## config.mk

```make
export PLATFORM = sky130hd
export DESIGN_NAME = adc_frame_sched
export DESIGN_NICKNAME = d
export VERILOG_FILES = /design/src/rtl/adc_frame_sched.sv
export SDC_FILE = /design/constraint.sdc
export NUM_CORES = 2
export LEC_CHECK = 0
export ABC_AREA = 1
export CAP_MARGIN = 20
export CELL_PAD_IN_SITES_DETAIL_PLACEMENT = 2
export CELL_PAD_IN_SITES_GLOBAL_PLACEMENT = 2
export CORE_ASPECT_RATIO = 0.6
export CORE_MARGIN = 2
export CORE_UTILIZATION = 32
export DETAILED_ROUTE_END_ITERATION = 6
export PLACE_DENSITY = 0.95
export SETUP_SLACK_MARGIN = 0.4
export SLEW_MARGIN = 10
export SYNTH_ARGS = -nofsm -noshare
export SYNTH_HDL_FRONTEND = slang
export SYNTH_SLANG_ARGS = --single-unit
```

## constraint.sdc

```tcl
create_clock -name clk -period 4.7 [get_ports clk]
set_input_delay 0.94 -clock clk [delete_from_list [all_inputs] [get_ports clk]]
set_output_delay 0.94 -clock clk [all_outputs]
set_load 0.03 [all_outputs]
```

## src/rtl/adc_frame_sched.sv

```systemverilog
// Acquisition controller for the multi-channel ADC source: gates the source,
// snapshots every channel on trigger and streams header/data/checksum frames.
module adc_frame_sched #(
    parameter int unsigned CH_NUM = 24,
    parameter logic [15:0] SYNC   = 16'hA55A
) (
    input  logic                     clk,
    input  logic                     rst_n,
    input  logic                     start,
    input  logic                     stop,
    output logic                     adc_en,
    input  logic                     trigger,
    input  logic [CH_NUM*32-1:0]     adc_data,
    output logic [31:0]              m_data,
    output logic                     m_valid,
    output logic                     m_last,
    input  logic                     m_ready,
    output logic                     busy,
    output logic [15:0]              frame_cnt,
    output logic [15:0]              overrun_cnt
);

    localparam int unsigned IW = (CH_NUM > 1) ? $clog2(CH_NUM) : 1;

    typedef enum logic [1:0] {IDLE, HDR, DATA, TAIL} state_t;

    state_t         state, state_nxt;
    logic           run;
    logic [31:0]    snap [CH_NUM];
    logic [IW-1:0]  idx, idx_nxt;
    logic [31:0]    csum, csum_nxt;
    logic [31:0]    data_nxt;
    logic [15:0]    frame_nxt, ovr_nxt;
    logic           hs, capture, drop;

    // Run flag: stop has priority over start
    always_ff @(posedge clk or negedge rst_n) begin
        if (!rst_n) begin
            run <= 1'b0;
        end else if (stop) begin
            run <= 1'b0;
        end else if (start) begin
            run <= 1'b1;
        end
    end

    // Next-state, counters, and the word to present after this edge
    always_comb begin
        state_nxt = state;
        idx_nxt   = idx;
        csum_nxt  = csum;
        frame_nxt = frame_cnt;
        ovr_nxt   = overrun_cnt;
        capture   = 1'b0;
        data_nxt  = 32'd0;
        hs        = m_valid & m_ready;
        drop      = trigger & run & (state != IDLE);

        if (drop && (overrun_cnt != 16'hFFFF)) begin
            ovr_nxt = overrun_cnt + 16'd1;
        end

        case (state)
            IDLE: begin
                if (trigger && run) begin
                    capture   = 1'b1;
                    idx_nxt   = '0;
                    csum_nxt  = 32'd0;
                    state_nxt = HDR;
                end
            end
            HDR: begin
                if (hs) state_nxt = DATA;
            end
            DATA: begin
                if (hs) begin
                    csum_nxt = csum ^ snap[idx];
                    if (idx == IW'(CH_NUM - 1)) begin
                        state_nxt = TAIL;
                    end else begin
                        idx_nxt = idx + 1'b1;
                    end
                end
            end
            TAIL: begin
                if (hs) begin
                    frame_nxt = frame_cnt + 16'd1;
                    state_nxt = IDLE;
                end
            end
            default: state_nxt = IDLE;
        endcase

        // Presented word follows the upcoming state so a stall simply re-registers it
        case (state_nxt)
            HDR:     data_nxt = {SYNC, frame_cnt};
            DATA:    data_nxt = snap[idx_nxt];
            TAIL:    data_nxt = csum_nxt;
            default: data_nxt = 32'd0;
        endcase
    end

    always_ff @(posedge clk or negedge rst_n) begin
        if (!rst_n) begin
            state       <= IDLE;
            idx         <= '0;
            csum        <= 32'd0;
            frame_cnt   <= 16'd0;
            overrun_cnt <= 16'd0;
            m_data      <= 32'd0;
            m_valid     <= 1'b0;
            m_last      <= 1'b0;
            busy        <= 1'b0;
        end else begin
            state       <= state_nxt;
            idx         <= idx_nxt;
            csum        <= csum_nxt;
            frame_cnt   <= frame_nxt;
            overrun_cnt <= ovr_nxt;
            m_data      <= data_nxt;
            m_valid     <= (state_nxt != IDLE);
            m_last      <= (state_nxt == TAIL);
            busy        <= (state_nxt != IDLE);
        end
    end

    // Snapshot is only loaded when a frame is actually started
    always_ff @(posedge clk or negedge rst_n) begin
        if (!rst_n) begin
            for (int unsigned k = 0; k < CH_NUM; k++) snap[k] <= 32'd0;
        end else if (capture) begin
            for (int unsigned k = 0; k < CH_NUM; k++) snap[k] <= adc_data[32*k +: 32];
        end
    end

    assign adc_en = run;

endmodule
```

==> flow_summary.toml <==
[outcome]
status = "finished clean"

[worst_setup_path]
reg2reg_slack_ns = 0.60
worst-r2r-cell-count = 15
crit_fanout = 61
endpoint = "m_data[20]$_DFF_PN0_"
crit_path_start = "idx[1]$_DFF_PN0_"
crit_required_ns = 5.35
cp.depth = 15
reg2reg_to = "m_data[20]$_DFF_PN0_"
slowest_stage = "dfrtp_4"
cp_top_family = "simple AND/OR/NAND/NOR gates"
worst_setup_path_start_kind = "flip-flop"
reg2reg_from = "idx[1]$_DFF_PN0_"
worstSetupEndpointType = "flip-flop"
worstSetupPathType = "flip-flop to flip-flop"
arrival_ns = 4.75
crit_buf_inv = 3
path_common_cell = "nand2_1"
max_stage_delay_ns = 0.66
crit_chain = "ha_1 -> nand2_1 -> inv_1 -> nand2_2 -> nand2_1 -> nand2_1 -> inv_1 -> nor2_4 -> buf_12 -> nand2_1 -> nand3_1 -> nand3_1 -> nand2_1 -> nand3_1 -> nand2_1"

[grt]
met1_usage_pct = 50.47
grt_usage_pct = 39.53
overflow = 0
grt_pass1_wl_um = 448800
grt_max_degree = 209
grt_use_met3_pct = 13.95
grt_pass1_vias = 61590
busiest_layer = "met2"
use_met2_pct = 58.50
antenna_found_initial = 57

[detailed_routing]
drc_errors = 0
ant_nets = 0
wl_per_cell_um = 32.54
viasPerCell = 5.950
drt_iter0_markers = 6733
first_pass_iters = 6
vias = 57860
wl_um = 316500

[die]
design.portCount = 842
die_w_um = 506.7
die_area_sq_um = 154800
core_area_sq_um = 150300
start_util_pct = 32.28
fp.dieH_um = 305.6
rows = 110

[sta]
drv_slew = 0
post-route-period-util_pct = 87.33
layout_setup_ws_ns = 0.5955
setup_tns_ns = 0
clock_skew_ns = 0.04423
max_freq_ghz = 0.2436
relSlewSlack_pct = 15.06
rsz0062_at_grt = "no"
worstMarginPinSlew_ns = 1.274
fin_crit_ns = 4.105
hold_viol = 0
setup_viol = 0

[logic_synthesis]
synth_fp_nets = 7826
ys_async_sr_fraction_pct = 100.0
synthCells = 7049
synth_edf_count = 0
synth_seq_cells = 874
yosys.area.top_type = "dfrtp_1"
ys.flop_type = "dfrtp_1"
synth_top_area_share_pct = 45.08
synthTopCellsByCount = "nand2_1, nand3_1, dfrtp_1"
ys_seq_area_share_pct = 45.08
ys.warnings.count = 0
synth_cell_types = 36
synth_area_leaders = "dfrtp_1, nand2_1, nand3_1, o21ai_0, nor2_1"
syn_area_per_cell_sq_um = 6.883
synth.most_common_cell = "nand2_1"
synthesis.area_sq_um = 48520

[clock_network]
cts-root-buf = "clkbuf_16"
cts_hold_buf = 0
cts.htree.levels = 3
cts_buffer_depth = 3
clk_pin_slew_ns = 0.07
cts_tree = "built"
cts.sinks = 874
numCtsBuffers = 96
clk_latency_ns = 0.75

[layout]
final_net_count = 8380
synthToLayoutAreaGrowth_pct = 28.15
drive_gt1_share_pct = 4.361

[placed_design]
pre_cts_slack_ns = 0.1554
io_buffers = 841
post-dp-hpwl_um = 224000
place_congestion = 0.9402

[power_and_ir_drop]
p_total_mw = 48.17
max-vdd-ir-drop_mv = 0.4281
power_density_nw_per_um2 = 774.7
leakage_nw = 29.02

[hold_path]
hp-class = "primary input to async pin"

[run]
cap_violations = 0
-- worst reg2reg max path, cell delays in order, from the launching register on --
cell	delay, ns
dfrtp_4	0.66
ha_1	0.32
nand2_1	0.14
inv_1	0.09
nand2_2	0.22
nand2_1	0.18
nand2_1	0.17
inv_1	0.10
nor2_4	0.17
buf_12	0.27
nand2_1	0.29
nand3_1	0.52
nand3_1	0.48
nand2_1	0.25
nand3_1	0.10
nand2_1	0.06
-- layout by cell type, fill, tap and decap left out, types with 8 or more instances in the layout --
| master | synthesis | layout |
|---|---|---|
| nand2_1 | 2880 | 2880 |
| nand3_1 | 930 | 926 |
| dfrtp_1 | 874 | 870 |
| clkdlybuf4s50_1 | 0 | 840 |
| o21ai_0 | 665 | 661 |
| nor2_1 | 437 | 435 |
| inv_1 | 318 | 315 |
| a21oi_1 | 171 | 171 |
| o211ai_1 | 122 | 122 |
| buf_4 | 29 | 106 |
| clkbuf_16 | 0 | 99 |
| buf_12 | 0 | 33 |
| nand4_1 | 29 | 29 |
| diode_2 | 0 | 28 |
| nand3b_1 | 23 | 23 |
| xor2_1 | 20 | 20 |
| clkbuf_1 | 307 | 18 |
| clkinv_2 | 0 | 17 |
| clkbuf_8 | 0 | 16 |
| xnor2_1 | 11 | 11 |
| o21ai_1 | 6 | 10 |
| bufinv_16 | 0 | 10 |
| clkinvlp_4 | 0 | 9 |
| nor3_1 | 8 | 8 |
-- power breakdown --
| group | internal (mW) | leakage, nW | switching (mW) |
|---|---|---|---|
| clock network | 4.69 | 1.61 | 3.82 |
| registers | 10.9 | 10.9 | 3.66 |
| logic | 6.78 | 16.5 | 18.3 |
| total | 22.4 | 29.0 | 25.8 |
-- through the flow --
step / util [%] / instances / cell area (sq um) / hold WS [ns]
floorplan: - / 7049 / 48520 / 0.4564
detailed placement: 39.09 / 9519 / 58750 / 0.4878
global placement: 39.09 / 9519 / 58750 / 0.4761
finish: 41.37 / 9725 / 62180 / 0.2767
CTS: 41.30 / 9695 / 62070 / 0.2867
global route: 41.36 / 9719 / 62160 / 0.3109
-- flip-flops by register name, summed over array words and instances (netlist names) --
register,cells
busy,1
state,2
snap,768
idx,5
m_data,32
m_last,1
csum,32
overrun_cnt,16
adc_en,1
frame_cnt,16
-- kinds of logic after synthesis --
group,synth area share (%)
XOR/XNOR,0.5596
adder cells (fa/ha/maj),0.07738
flip-flops,45.08
AND/OR/NAND/NOR,36.31
buffers and inverters,7.306
AO/OA/AOI/OAI,10.64
multiplexers,0.02321
-- how the worst min path moves through the flow --
stage	slack, ns	cells after the start	endpoint	start
final	0.28	1	snap[514]$_DFFE_PN0P_	rst_n
after global routing	0.31	1	snap[612]$_DFFE_PN0P_	rst_n
after CTS	0.29	1	snap[553]$_DFFE_PN0P_	rst_n
after detailed placement	0.49	2	snap[231]$_DFFE_PN0P_	snap[231]$_DFFE_PN0P_
after global placement	0.48	2	snap[231]$_DFFE_PN0P_	snap[231]$_DFFE_PN0P_
after floorplan	0.46	2	snap[102]$_DFFE_PN0P_	snap[102]$_DFFE_PN0P_
-- cell type report --
class                   count  area (sq um)
clock inverters            43         551.8
clock buffers             133          2765
fillers                 17350         88120
diodes                     28         70.07
multi-input cells        5322         23200
well taps                2016          2522
inverters                 327          1260
repair buffers            982          9918
flip-flops and latches    874         21880
-- layer usage --
layer | up-vias | part of all wire (%)
met4 | 40 | 6.3
met2 | 3392 | 43
met3 | 960 | 12
li1 | 23730 | -
met5 | - | 0.084
met1 | 29740 | 39
-- timing repair --
action / CTS / global route
resized for setup: 0 / 0
endpoints found under the hold margin: 0 / 0
endpoints found under the setup margin: 0 / 1
setup buffers: 0 / 1
Power figures use the tool's default switching activity.
